==> src/rtl/serial_adder_if.sv <==
// Request/result bundle for the bit-serial adder sequencer.
// Carries the optional sub request when SERIAL_ADDER_SUB_EN is defined.
interface serial_adder_if #(
  parameter int W = 4
);
  logic         start;
  logic [W-1:0] a;
  logic [W-1:0] b;
  logic         c_in;
`ifdef SERIAL_ADDER_SUB_EN
  logic         sub;
`endif
  logic         busy;
  logic         done;
  logic [W-1:0] sum;
  logic         c_out;

`ifdef SERIAL_ADDER_SUB_EN
  modport master (output start, a, b, c_in, sub, input busy, done, sum, c_out);
  modport slave  (input start, a, b, c_in, sub, output busy, done, sum, c_out);
`else
  modport master (output start, a, b, c_in, input busy, done, sum, c_out);
  modport slave  (input start, a, b, c_in, output busy, done, sum, c_out);
`endif
endinterface

==> src/rtl/serial_adder_ctrl.sv <==
// Bit-serial add sequencer driving one external full-adder cell, LSB first.
// Define SERIAL_ADDER_SUB_EN to add a two's-complement subtract request (bus.sub).
module serial_adder_ctrl #(
  parameter int W = 4
) (
  input  logic                 clk,
  input  logic                 rst_n,
  serial_adder_if.slave        bus,
  output logic                 fa_a,
  output logic                 fa_b,
  output logic                 fa_cin,
  input  logic                 fa_s,
  input  logic                 fa_cout
);
  localparam int CW = $clog2(W) + 1;
  localparam logic [CW-1:0] LAST = CW'(W - 1);

  typedef enum logic [1:0] {IDLE, RUN, DONE} state_t;

  state_t        state;
  logic [W-1:0]  a_sh;
  logic [W-1:0]  b_sh;
  logic [W-1:0]  sum_sh;
  logic          cy;
  logic [CW-1:0] cnt;
  logic          busy_q;
  logic          done_q;
  logic [W-1:0]  b_load;
  logic          cy_load;

`ifdef SERIAL_ADDER_SUB_EN
  // a - b is a + ~b + 1, so subtract reuses the same adder path.
  assign b_load  = bus.sub ? ~bus.b : bus.b;
  assign cy_load = bus.sub ? 1'b1 : bus.c_in;
`else
  assign b_load  = bus.b;
  assign cy_load = bus.c_in;
`endif

  // The FA sees operand bits only while an operation is in flight.
  assign fa_a   = (state == RUN) ? a_sh[0] : 1'b0;
  assign fa_b   = (state == RUN) ? b_sh[0] : 1'b0;
  assign fa_cin = (state == RUN) ? cy      : 1'b0;

  assign bus.busy  = busy_q;
  assign bus.done  = done_q;
  assign bus.sum   = sum_sh;
  assign bus.c_out = cy;

  // NOTE: non-blocking assignments so every register samples pre-edge values;
  // reset clears the result registers too, since an aborted op must leave no partial sum.
  always_ff @(posedge clk or negedge rst_n) begin
    if (!rst_n) begin
      state  <= IDLE;
      a_sh   <= '0;
      b_sh   <= '0;
      sum_sh <= '0;
      cy     <= 1'b0;
      cnt    <= '0;
      busy_q <= 1'b0;
      done_q <= 1'b0;
    end else begin
      case (state)
        IDLE: begin
          done_q <= 1'b0;
          if (bus.start) begin
            a_sh   <= bus.a;
            b_sh   <= b_load;
            cy     <= cy_load;
            sum_sh <= '0;
            cnt    <= '0;
            busy_q <= 1'b1;
            state  <= RUN;
          end
        end
        RUN: begin
          sum_sh <= {fa_s, sum_sh[W-1:1]};
          cy     <= fa_cout;
          a_sh   <= a_sh >> 1;
          b_sh   <= b_sh >> 1;
          cnt    <= cnt + 1'b1;
          if (cnt == LAST) begin
            busy_q <= 1'b0;
            done_q <= 1'b1;
            state  <= DONE;
          end
        end
        DONE: begin
          done_q <= 1'b0;
          state  <= IDLE;
        end
        default: begin
          busy_q <= 1'b0;
          done_q <= 1'b0;
          state  <= IDLE;
        end
      endcase
    end
  end
endmodule
==> src/flat_wrapper.sv <==
// flat-port wrapper written by rule: the top's interface ports become plain ports
module serial_adder_ctrl_flat 
#(
  parameter int W = 4
)
  (clk, rst_n, fa_a, fa_b, fa_cin, fa_s, fa_cout, bus_start, bus_a, bus_b, bus_c_in, bus_busy, bus_done, bus_sum, bus_c_out);
  serial_adder_if #(.W(W)) bus_i ();
  input  logic clk;
  input  logic rst_n;
  output logic fa_a;
  output logic fa_b;
  output logic fa_cin;
  input  logic fa_s;
  input  logic fa_cout;
  input wire logic [$bits(bus_i.start)-1:0] bus_start;
  input wire logic [$bits(bus_i.a)-1:0] bus_a;
  input wire logic [$bits(bus_i.b)-1:0] bus_b;
  input wire logic [$bits(bus_i.c_in)-1:0] bus_c_in;
  output wire logic [$bits(bus_i.busy)-1:0] bus_busy;
  output wire logic [$bits(bus_i.done)-1:0] bus_done;
  output wire logic [$bits(bus_i.sum)-1:0] bus_sum;
  output wire logic [$bits(bus_i.c_out)-1:0] bus_c_out;
  assign bus_i.start = bus_start;
  assign bus_i.a = bus_a;
  assign bus_i.b = bus_b;
  assign bus_i.c_in = bus_c_in;
  assign bus_busy = bus_i.busy;
  assign bus_done = bus_i.done;
  assign bus_sum = bus_i.sum;
  assign bus_c_out = bus_i.c_out;
  serial_adder_ctrl #(.W(W)) u_core (.clk(clk), .rst_n(rst_n), .bus(bus_i), .fa_a(fa_a), .fa_b(fa_b), .fa_cin(fa_cin), .fa_s(fa_s), .fa_cout(fa_cout));
endmodule
==> config.mk <==
export PLATFORM = sky130hd
export DESIGN_NAME = serial_adder_ctrl_flat
export DESIGN_NICKNAME = d
export VERILOG_FILES = /design/src/rtl/serial_adder_if.sv /design/src/rtl/serial_adder_ctrl.sv /design/src/flat_wrapper.sv
export SDC_FILE = /design/constraint.sdc
export NUM_CORES = 1
export LEC_CHECK = 0
export BUFFER_PORTS_ARGS = -buffer_cell sky130_fd_sc_hd__buf_2
export CORE_MARGIN = 2
export CORE_UTILIZATION = 45
export CTS_CLUSTER_DIAMETER = 50
export DETAILED_ROUTE_END_ITERATION = 6
export PLACE_DENSITY_LB_ADDON = 0.25
export SETUP_SLACK_MARGIN = 0.4
export SLEW_MARGIN = 20
export SYNTH_ARGS = -nofsm -noshare
export SYNTH_HDL_FRONTEND = slang
export SYNTH_SLANG_ARGS = --single-unit
==> constraint.sdc <==
create_clock -name clk -period 1.5 [get_ports clk]
set_input_delay 0.15 -clock clk [delete_from_list [all_inputs] [get_ports clk]]
set_output_delay 0.15 -clock clk [all_outputs]
set_load 0.005 [all_outputs]
==> results of run 1 <==
[power groups by stage]
stage	Combinational, W	Clock [W]	Sequential, W
after detailed placement	0.000884	0	0.000973
final	0.00130	0.000309	0.000948
after global placement	0.000848	0	0.000967
after floorplan	0.000673	0	0.000911
after CTS	0.00112	0.000317	0.000944
after global routing	0.00146	0.000352	0.000981
[Yosys cell counts (all sizes together) (2+ instances only)]
cell type / n
a21oi: 6
a22o: 5
and3: 3
buf: 3
dfrtp: 20
ha: 2
inv: 4
nand2: 4
nand3b: 2
nor2: 11
o21ai: 3
o221a: 2
o22ai: 6
[what timing repair did]
action / 4_1_cts / 5_1_grt
hold buffers: 1 / 0
gates resized for setup: 13 / 12
buffers inserted: 8 / 4
hold endpoints to repair: 20 / 0
endpoints found under the setup margin: 20 / 22
pin swaps: 7 / 5
[layer usage]
layer  vias to the layer above  global-route usage [%]  part of all wire, %
met2                        35                   32.37                   49
met4                         0                   6.486                  2.6
li1                        359                       -                    -
met3                         8                   4.444                  5.5
met5                         -                       0                    0
met1                       388                   27.90                   43
[area by class of cell]
cell class	instances	share of cell area, %
Inverter	4	2.066
Timing Repair Buffer	36	18.60
Sequential cell	20	41.53
Multi-Input combinational cell	51	32.02
Clock buffer	4	2.996
Tap cell	27	2.789
[logic make-up after synthesis]
logic type / count (synthesis) / share of synthesized area, %
AO/OA/AOI/OAI: 27 / 22.98
adder cells (fa/ha/maj): 2 / 2.836
buffers and inverters: 7 / 5.107
flip-flops: 20 / 56.74
AND/OR/NAND/NOR: 22 / 12.34
[state kept, by name (all words and copies together), names as in the netlist]
signal            cells
u_core.bus.c_out      1
u_core.cnt            3
u_core.b_sh           4
u_core.bus.busy       1
u_core.state          2
u_core.bus.sum        4
u_core.a_sh           4
u_core.bus.done       1
[path summary, 6_finish.rpt]
path | startpoint | end | slack (ns) | cells past startpoint
min | fa_s | u_core.bus.sum[3] | 0.07 | 2
min in group asynchronous | rst_n | u_core.cnt[2] | 0.32 | 2
max reg2reg | u_core.state[0] | u_core.bus.c_out | 0.28 | 5
min reg2reg | u_core.bus.done | u_core.bus.done | 0.50 | 2
max | u_core.state[1] | fa_a | 0.27 | 3
max in group asynchronous | rst_n | u_core.state[1] | 0.86 | 2
[placed cells by master (no fill, tap or decap), drive strengths merged]
cell type and instances:
buf 35, dfrtp 20, nor2 11, o22ai 6
a21oi 6, a22o 5, clkbuf 4, inv 4
nand2 4, o21ai 3, and3 3, nand3b 2
o221a 2, ha 2, nand2b 1, o21ba 1
o21bai 1, a21boi 1, o2bb2ai 1, and2b 1
a32o 1, dlygate4sd3 1
[per-stage QoR]
| stage | util, % | hold slack, ns |
|---|---|---|
| finish | 63.68 | 0.07043 |
| floorplan | - | -0.1456 |
| global placement | 52.63 | 0.1198 |
| detailed placement | 52.63 | 0.1187 |
| global route | 63.68 | 0.06486 |
| CTS | 60.00 | 0.06646 |
==> summary.md, run 1 <==
| Metric | Value |
|---|---|
| Diode count | `0` |
| Layout Skew | `0.002183 ns` |
| Skew-Pair Late Insertion Delay | `0.30 ns` |
| Die Area | `2330 um2` |
| Crit path buffers/inverters | `2` |
| DRT iter0 DRCs | `10` |
| Data arrival time of the critical path | `1.08 ns` |
| Final Power | `0.002557 W` |
| Worst Path Max Fanout | `5` |
| Core box area | `1902 um2` |
| CP Launch Type | `flop` |
| Count of pins over their slew limit | `0` |
| EDFF count, synth | `0` |
| Avg Cell Area, Syn | `11.31 um2` |
| Switching share of power | `36.36%` |
| Cells after synthesis | `78` |
| Critical Path RT | `1.35 ns` |
| Boundary pin count | `24` |
| Pin count of the biggest net entering global routing | `21` |
| Vias in the first global route | `690` |
| Die Span Y | `48.28 um` |
| Syn Nets | `94` |
| Seq pwr share | `37.1%` |
| Non-Filler Instances | `142` |
| Crit path max-delay family | `flip-flops` |
| Fin nets | `132` |
| Drt drc | `0` |
| Post-synthesis sequential area ratio | `56.74%` |
| Seq cells post-synth | `20` |
| Design Area, Final | `1211 um2` |
| Die W | `48.28 um` |
| Final period utilization | `82.23%` |
| Pint | `0.001627 W` |
| Worst setup margin | `0.2665 ns` |
| Ys async rst share | `100.0%` |
| Clock Sinks | `20` |
| PD cells | `2111 nW/um2` |
| Dpl ws | `0.2674 ns` |
| Vias | `790` |
| First-pass GRT wire length | `3153 um` |
| Static Leak | `0.5718 nW` |
| Fmax | `810.7 MHz` |
| CTS buffer count | `3` |
| TritonCTS clock tree | `done` |
| Crit-path slowest cell | `dfrtp_2` |
| Crit Path Class | `reg2out` |
| Share of cells above drive strength 1 | `48.70%` |
| Max Cap Viol | `0` |
| Type of element capturing the critical path | `output port` |
| Tmin final | `1.233 ns` |
| Synthesized area | `882.1 um2` |
| CTS H-tree depth | `1` |
| Clock root buffer | `clkbuf_4` |
| Dpl cells | `125` |
| Main flop type after synthesis | `dfrtp_1` |
| CTS Buffer Depth | `2` |
| DP HPWL | `1326 um` |
| DR pass1 iterations | `4` |
| Antenna viol nets, final | `0` |
| # rows | `16` |
| Synth warn | `0` |
| Worst Tran Pin Value | `0.4411 ns` |
| Gpl congestion | `0.7189` |
| Cell variety after synth | `23` |
| Class of the worst hold path | `in2reg` |
| Layout area overhead | `37.30%` |
| Cell Chain, Critical Path | `inv_4, and3_4, buf_6` |
| Via/cell ratio | `5.563` |
| Filler cells | `167` |
| Final setup vio count | `0` |
| Outcome | `finished clean` |
| Clk pwr share | `12.1%` |
| Top cells by area, synth | `dfrtp_1 (57%), a22o_1 (5.0%), nor2_1 (4.3%)` |
| Multi-input gate area | `387.9 um2` |
| GR Overflow Total | `0` |
| GRT Util Overall | `20.42%` |
| Dpl cell area | `1001 um2` |
| Worst relative slew slack | `70.59%` |
| Final Hold Fails | `0` |
| Clock transition at path regs | `0.11 ns` |
| Unrepaired setup endpoints after global routing | `true` |
| PortBufs | `23` |
| TNS Setup | `0 ns` |
| CP max stage delay | `0.45 ns` |
| Synth top area share | `56.74%` |
| Proportion of power drawn by combinational gates | `50.8%` |
| Reg area | `503.0 um2` |
| Routed WL | `2191 um` |
| WL/cell | `15.43 um` |
| Area leader, netlist | `dfrtp_1` |
| Initial Util | `46.38%` |
| Worst VDD drop | `1.120 mV` |
| Initial antenna violation count | `0` |
| NetSw | `0.0009298 W` |
(Power assumes the default switching activity.)
==> inputs of run 2 (changes only) <==
--- a/config.mk
+++ b/config.mk
@@ -5,6 +5,7 @@
 export SDC_FILE = /design/constraint.sdc
 export NUM_CORES = 1
 export LEC_CHECK = 0
+export ABC_AREA = 1
 export BUFFER_PORTS_ARGS = -buffer_cell sky130_fd_sc_hd__buf_2
 export CORE_MARGIN = 2
 export CORE_UTILIZATION = 45
==> constraint.sdc (replaced) <==
create_clock -name clk -period 1.2 [get_ports clk]
set_input_delay 0.12 -clock clk [delete_from_list [all_inputs] [get_ports clk]]
set_output_delay 0.12 -clock clk [all_outputs]
set_load 0.005 [all_outputs]
==> summary.md, run 2 <==
| Metric | Value |
|---|---|
| Outcome | `finished, violations left (was finished clean)` |
| Violated checks | `negative setup slack` |
| Worst Tran Pin Value | `0.4557 ns (was 0.4411 ns)` |
| Type of element capturing the critical path | `output port (unchanged)` |
| Skew-Pair Late Insertion Delay | `0.30 ns (about the same)` |
| Layout area overhead | `38.00% (was 37.30%)` |
| Synthesized area | `1001 um2 (was 882.1 um2)` |
| NetSw | `0.001511 W (was 0.0009298 W)` |
| Drt drc | `0 (unchanged)` |
| Worst setup path endpoint | `fa_b (was fa_a)` |
| Final design utilization | `64.30% (was 63.68%)` |
| Main flop type after synthesis | `dfrtp_1 (unchanged)` |
| Die Area | `2618 um2 (was 2330 um2)` |
| Worst Path Max Fanout | `6 (was 5)` |
| Vias | `932 (was 790)` |
| Clock Sinks | `20 (unchanged)` |
| Syn Nets | `133 (was 94)` |
| Switching share of power | `42.02% (was 36.36%)` |
| Die Span Y | `51.17 um (was 48.28 um)` |
| Final setup vio count | `2 (was 0)` |
| DRT iter0 DRCs | `15 (was 10)` |
| Most numerous cell in the Yosys netlist | `nand3_1 (was dfrtp_1)` |
| Die W | `51.17 um (was 48.28 um)` |
| Top cells by area, synth | `dfrtp_1 (50%), nand3_1 (13%), nand2_1 (9.4%) (was dfrtp_1 (57%), a22o_1 (5.0%), nor2_1 (4.3%))` |
| Seq pwr share | `32.6% (was 37.1%)` |
| GR Overflow Total | `0 (unchanged)` |
| Clock root buffer | `clkbuf_4 (unchanged)` |
| Proportion of power drawn by combinational gates | `58.5% (was 50.8%)` |
| Commonest non-fill, non-tap cell in the layout | `nand3_1 (was buf_2)` |
| Reg area | `501.7 um2 (was 503.0 um2)` |
| Data arrival time of the critical path | `1.09 ns (was 1.08 ns)` |
| Fin nets | `177 (was 132)` |
| PortBufs | `23 (unchanged)` |
| GRT Util Overall | `19.32% (was 20.42%)` |
| Reg2Reg Setup Slack | `0.04 ns (was 0.28 ns)` |
| DP HPWL | `1312 um (was 1326 um)` |
| Post-synthesis sequential area ratio | `50.00% (was 56.74%)` |
| Share of cells above drive strength 1 | `39.62% (was 48.70%)` |
| Max Cap Viol | `0 (unchanged)` |
| Class of the worst hold path | `in2reg (unchanged)` |
| Cells after synthesis | `117 (was 78)` |
| Hold Slack | `0.02177 ns (was 0.07043 ns)` |
| Static Leak | `0.7418 nW (was 0.5718 nW)` |
| Commonest cells after routing, fill and taps aside | `nand3_1 (26), nand2_1 (25), buf_2 (23) (was buf_2 (22), dfrtp_1 (18), buf_4 (11))` |
| R2r endpoint | `u_core.b_sh[1] (was u_core.bus.c_out)` |
| Cell variety after synth | `18 (was 23)` |
| Multi-input gate area | `488.0 um2 (was 387.9 um2)` |
| Synth top area share | `50.00% (was 56.74%)` |
| Vias in the first global route | `844 (was 690)` |
| Initial antenna violation count | `0 (unchanged)` |
| Fmax | `829.2 MHz` |
| Layout Skew | `0.001001 ns (was 0.002183 ns)` |
| Filler cells | `195 (was 167)` |
| Pint | `0.002085 W (was 0.001627 W)` |
| Ys async rst share | `100.0% (unchanged)` |
| Core box area | `2148 um2 (was 1902 um2)` |
| Final Power | `0.003596 W (was 0.002557 W)` |
| Tmin final | `1.206 ns` |
| CTS buffer count | `3 (unchanged)` |
| CTS Buffer Depth | `2 (unchanged)` |
| TritonCTS clock tree | `done (unchanged)` |
| Worst setup margin | `-0.005992 ns (was 0.2665 ns)` |
| Unrepaired setup endpoints after global routing | `true (unchanged)` |
| Critical Path RT | `1.08 ns (was 1.35 ns)` |
| WL/cell | `12.11 um (was 15.43 um)` |
| DR pass1 iterations | `4 (unchanged)` |
| Boundary pin count | `24 (unchanged)` |
| Post-synth top cells | `nand3_1 (26), nand2_1 (25), dfrtp_1 (20) (was dfrtp_1 (20), nor2_1 (10), a21oi_1 (6), o22ai_1 (6), a22o_1 (5))` |
| Dpl ws | `0.08457 ns (was 0.2674 ns)` |
| Crit Path Class | `reg2out (unchanged)` |
| Antenna viol nets, final | `0 (unchanged)` |
| PD cells | `2604 nW/um2 (was 2111 nW/um2)` |
| Pin count of the biggest net entering global routing | `21 (unchanged)` |
| Count of pins over their slew limit | `0 (unchanged)` |
| CP Launch Type | `flop (unchanged)` |
| RR Startpoint | `u_core.state[1] (was u_core.state[0])` |
| Avg Cell Area, Syn | `8.555 um2 (was 11.31 um2)` |
| EDFF count, synth | `0 (unchanged)` |
| CTS H-tree depth | `1 (unchanged)` |
| Seq cells post-synth | `20 (unchanged)` |
| Synth warn | `0 (unchanged)` |
| Area leader, netlist | `dfrtp_1 (unchanged)` |
| Worst VDD drop | `1.654 mV (was 1.120 mV)` |
| R2R cell count | `6 (was 5)` |
| Clk pwr share | `8.9% (was 12.1%)` |
| Clock transition at path regs | `0.11 ns (about the same)` |
| # rows | `17 (was 16)` |
| Worst relative slew slack | `69.62% (was 70.59%)` |
| First-pass GRT wire length | `3753 um (was 3153 um)` |
| Final Hold Fails | `0 (unchanged)` |
| Initial Util | `46.59% (was 46.38%)` |
| Routed WL | `2264 um (was 2191 um)` |
| Diode count | `0 (unchanged)` |
| Crit. Startpoint | `u_core.state[1] (unchanged)` |
| Final period utilization | `100.5%` |
| Via/cell ratio | `4.984 (was 5.563)` |
| Gpl congestion | `0.7798 (was 0.7189)` |
-- run 2: power groups by stage --
stage               Clock [W]  Combinational [W]  Sequential [W]
floorplan                   0            0.00127         0.00116
global placement            0            0.00147         0.00120
detailed placement          0            0.00150         0.00122
CTS                  0.000339            0.00195         0.00117
global route         0.000350            0.00237         0.00120
finish               0.000319            0.00211         0.00117
-- run 2: kinds of logic (layout without fill, tap and decap cells) --
| logic type | after synthesis | after routing | share of synthesized area (%) |
|---|---|---|---|
| and+or+nand+nor | 66 | 68 | 31.87 |
| buffers and inverters | 23 | 63 | 11.50 |
| DFF | 20 | 20 | 50.00 |
| AOI/OAI and AO/OA | 6 | 6 | 4.124 |
| adders and majority gates | 2 | 2 | 2.500 |
-- run 2: timing repair --
action,4_1_cts,5_1_grt
setup endpoints to repair,30,30
resized for setup,6,4
buffers inserted,12,4
cloned,2,0
hold buffers,1,0
hold endpoints to repair,20,0
pin swaps,4,1
-- run 2: worst min path at each step --
stage	from	endpoint	slack (ns)	cells after the start
finish	fa_s	u_core.bus.sum[3]	0.02	3
global route	bus_a[3]	u_core.a_sh[3]	0.04	3
CTS	fa_s	u_core.bus.sum[3]	0.02	3
detailed placement	rst_n	u_core.a_sh[3]	0.1	1
global placement	rst_n	u_core.b_sh[3]	0.09	1
floorplan	rst_n	u_core.a_sh[0]	-0.18	0
-- run 2: through the flow --
step                      instance area (um2)    TNS, ns  instances
after floorplan                          1046          0        117
after global placement                   1155          0        165
after detailed placement                 1155          0        165
after CTS                                1333  -0.004919        183
after global routing                     1381    -0.1717        187
final                                    1381  -0.008060        187
-- run 2: area by class of cell --
cell class / count / area share [%]
clock buffers: 3 / 1.630
inverters: 19 / 5.344
well taps: 28 / 2.536
repair buffers: 41 / 18.84
multi-input cells: 76 / 35.33
flip-flops and latches: 20 / 36.32
-- run 2: routing by layer --
metal,part of all wire [%],track usage (%)
met5,0,0
met1,46,25.61
met4,1.3,5.405
met2,49,32.90
met3,3.6,2.632
-- run 2: critical path, stage by stage (launching register included) --
cell     delay (ns)
dfrtp_1        0.43
inv_4          0.10
nand2_8        0.08
nor2_4         0.07
buf_2          0.11
==> inputs of run 3 (changes only) <==
--- a/config.mk
+++ b/config.mk
@@ -6,9 +6,10 @@
 export NUM_CORES = 1
 export LEC_CHECK = 0
 export ABC_AREA = 1
+export ABC_CLOCK_PERIOD_IN_PS = 1200
 export BUFFER_PORTS_ARGS = -buffer_cell sky130_fd_sc_hd__buf_2
 export CORE_MARGIN = 2
-export CORE_UTILIZATION = 45
+export CORE_UTILIZATION = 51
 export CTS_CLUSTER_DIAMETER = 50
 export DETAILED_ROUTE_END_ITERATION = 6
 export PLACE_DENSITY_LB_ADDON = 0.25
==> summary.md, run 3 (synthesis gave the netlist of run 2 again) <==
| Metric | Value |
|---|---|
| DR pass1 iterations | `4 (unchanged)` |
| R2R cell count | `5 (was 6)` |
| Count of pins over their slew limit | `0 (unchanged)` |
| Final Power | `0.004238 W (was 0.003596 W)` |
| Final Hold Fails | `0 (unchanged)` |
| CP max stage delay | `0.44 ns (was 0.43 ns)` |
| Critical Path RT | `1.40 ns (was 1.08 ns)` |
| Type of element capturing the critical path | `flop (was output port)` |
| Gr busiest metal | `met2 (unchanged)` |
| Initial antenna violation count | `0 (unchanged)` |
| Vias | `997 (was 932)` |
| WL/cell | `14.90 um (was 12.11 um)` |
| Die Span Y | `48.30 um (was 51.17 um)` |
| GR Overflow Total | `0 (unchanged)` |
| PD cells | `2680 nW/um2 (was 2604 nW/um2)` |
| Max Cap Viol | `0 (unchanged)` |
| First-pass GRT wire length | `4671 um (was 3753 um)` |
| Worst hold path cell count | `3 (unchanged)` |
| CTS Buffer Depth | `2 (unchanged)` |
| Tmin final | `1.258 ns (was 1.206 ns)` |
| Crit Path Class | `reg2reg (was reg2out)` |
| Final period utilization | `104.9% (was 100.5%)` |
| Crit-path slowest cell | `dfrtp_2 (was dfrtp_1)` |
| HP Start | `fa_s (unchanged)` |
| Pin count of the biggest net entering global routing | `21 (unchanged)` |
| Unrepaired setup endpoints after global routing | `true (unchanged)` |
| Layout Skew | `0.003283 ns (was 0.001001 ns)` |
| Worst VDD drop | `1.751 mV (was 1.654 mV)` |
| Crit. Startpoint | `u_core.state[0] (was u_core.state[1])` |
| CTS H-tree depth | `1 (unchanged)` |
| TritonCTS clock tree | `done (unchanged)` |
| Outcome | `finished, violations left (unchanged)` |
| Fmax | `794.8 MHz (was 829.2 MHz)` |
| CTS buffer count | `3 (unchanged)` |
| CP Launch Type | `flop (unchanged)` |
| Clock transition at path regs | `0.12 ns (was 0.11 ns)` |
| Diode count | `0 (unchanged)` |
| Hold Slack | `0.02171 ns (was 0.02177 ns)` |
| Boundary pin count | `24 (unchanged)` |
| Filler cells | `111 (was 195)` |
| Worst Path Max Fanout | `7 (was 6)` |
| Share of cells above drive strength 1 | `52.12% (was 39.62%)` |
| Static Leak | `0.8229 nW (was 0.7418 nW)` |
| Data arrival time of the critical path | `1.46 ns (was 1.09 ns)` |
| Hold path endpoint | `u_core.bus.sum[3] (unchanged)` |
| Clock Sinks | `20 (unchanged)` |
| Via/cell ratio | `5.193 (was 4.984)` |
| Drt drc | `0 (unchanged)` |
| Die Area | `2333 um2 (was 2618 um2)` |
| DP HPWL | `1284 um (was 1312 um)` |
| # rows | `16 (was 17)` |
| Crit path max-delay family | `flip-flops (unchanged)` |
| RR Startpoint | `u_core.state[0] (was u_core.state[1])` |
| Met1 Track Usage GR | `30.67% (was 25.61%)` |
| Vias in the first global route | `980 (was 844)` |
| Layout area overhead | `58.00% (was 38.00%)` |
| Final setup vio count | `11 (was 2)` |
| Commonest cells after routing, fill and taps aside | `nand2_1 (25), buf_2 (23), dfrtp_1 (19) (was nand3_1 (26), nand2_1 (25), buf_2 (23))` |
| Core box area | `1902 um2 (was 2148 um2)` |
| Commonest non-fill, non-tap cell in the layout | `nand2_1 (was nand3_1)` |
| Met3 GRT Util | `5.556% (was 2.632%)` |
| Cell Chain, Critical Path | `buf_4, buf_4, nand3_1, nand3_1, nand2_1 (was inv_4, nand2_8, nor2_4, buf_2)` |
| PortBufs | `23 (unchanged)` |
| Skew-Pair Late Insertion Delay | `0.30 ns (about the same)` |
| Initial Util | `52.63% (was 46.59%)` |
| GR Util met2 | `45.60% (was 32.90%)` |
| Reg2Reg Setup Slack | `-0.06 ns (was 0.04 ns)` |
| Worst Tran Pin Value | `0.4582 ns (was 0.4557 ns)` |
| Antenna viol nets, final | `0 (unchanged)` |
| Crit path buffers/inverters | `2 (unchanged)` |
| Die W | `48.30 um (was 51.17 um)` |
| Worst setup margin | `-0.05825 ns (was -0.005992 ns)` |
| GRT Util Overall | `26.45% (was 19.32%)` |
| DRT iter0 DRCs | `13 (was 15)` |
| Violated checks | `negative setup slack (unchanged)` |
| Fin nets | `182 (was 177)` |
| Routed WL | `2860 um (was 2264 um)` |
| Worst relative slew slack | `69.46% (was 69.62%)` |
| Clock root buffer | `clkbuf_4 (unchanged)` |
| R2r endpoint | `u_core.bus.c_out (was u_core.b_sh[1])` |
| Class of the worst hold path | `in2reg (unchanged)` |
| Gpl congestion | `0.8049 (was 0.7798)` |
-- run 3: power by group --
group          total (W)  switching [W]  internal [W]
Sequential       0.00120       0.000213      0.000987
Clock           0.000400       0.000215      0.000185
Combinational    0.00264        0.00142       0.00122
Total            0.00424        0.00185       0.00239
-- run 3: how the worst max path moves through the flow --
stage | slack, ns | end | depth (start not counted)
after detailed placement | 0.09 | u_core.b_sh[1] | 5
final | -0.06 | u_core.bus.c_out | 5
after global routing | -0.11 | u_core.bus.c_out | 5
after global placement | 0.12 | u_core.bus.c_out | 5
after floorplan | 0.20 | u_core.bus.c_out | 5
after CTS | -0.02 | fa_b | 4
-- run 3: cell type report --
cell class | count | area [um2] | share of cell area [%]
Clock buffer | 4 | 36.28 | 2.294
Inverter | 19 | 73.82 | 4.668
Multi-Input combinational cell | 77 | 603.1 | 38.13
Sequential cell | 20 | 501.7 | 31.72
Tap cell | 27 | 33.78 | 2.136
Timing Repair Buffer | 45 | 332.8 | 21.04
-- run 3: timing repair --
action	4_1_cts	5_1_grt
hold buffers	1	0
hold endpoints to repair	20	0
pin swaps	4	7
cloned	3	0
resized for setup	22	9
buffers inserted	12	8
setup endpoints to repair	30	30
-- run 3: worst min-delay path, stage by stage --
cell and delay (ns):
buf_2 0.08, nand2_1 0.04, nand2_1 0.06
-- run 3: layer usage --
metal,vias to the layer above,wire length [um]
met4,0,59
met2,36,1481
li1,470,-
met5,-,0
met1,485,1179
met3,6,140
-- run 3: metrics by stage --
| step | instances | worst slack [ns] | instance area, um2 | setup TNS (ns) | util (%) |
|---|---|---|---|---|---|
| 6_report | 192 | -0.05825 | 1582 | -0.2062 | 83.16 |
| 5_1_grt | 192 | -0.1067 | 1582 | -0.9286 | 83.16 |
| 4_1_cts | 184 | -0.01518 | 1479 | -0.03792 | 77.76 |
| 3_5_place_dp | 164 | 0.09152 | 1154 | 0 | 60.66 |
| 3_3_place_gp | 164 | 0.1152 | 1154 | 0 | 60.66 |
| 2_1_floorplan | 117 | 0.2033 | 1046 | 0 | - |
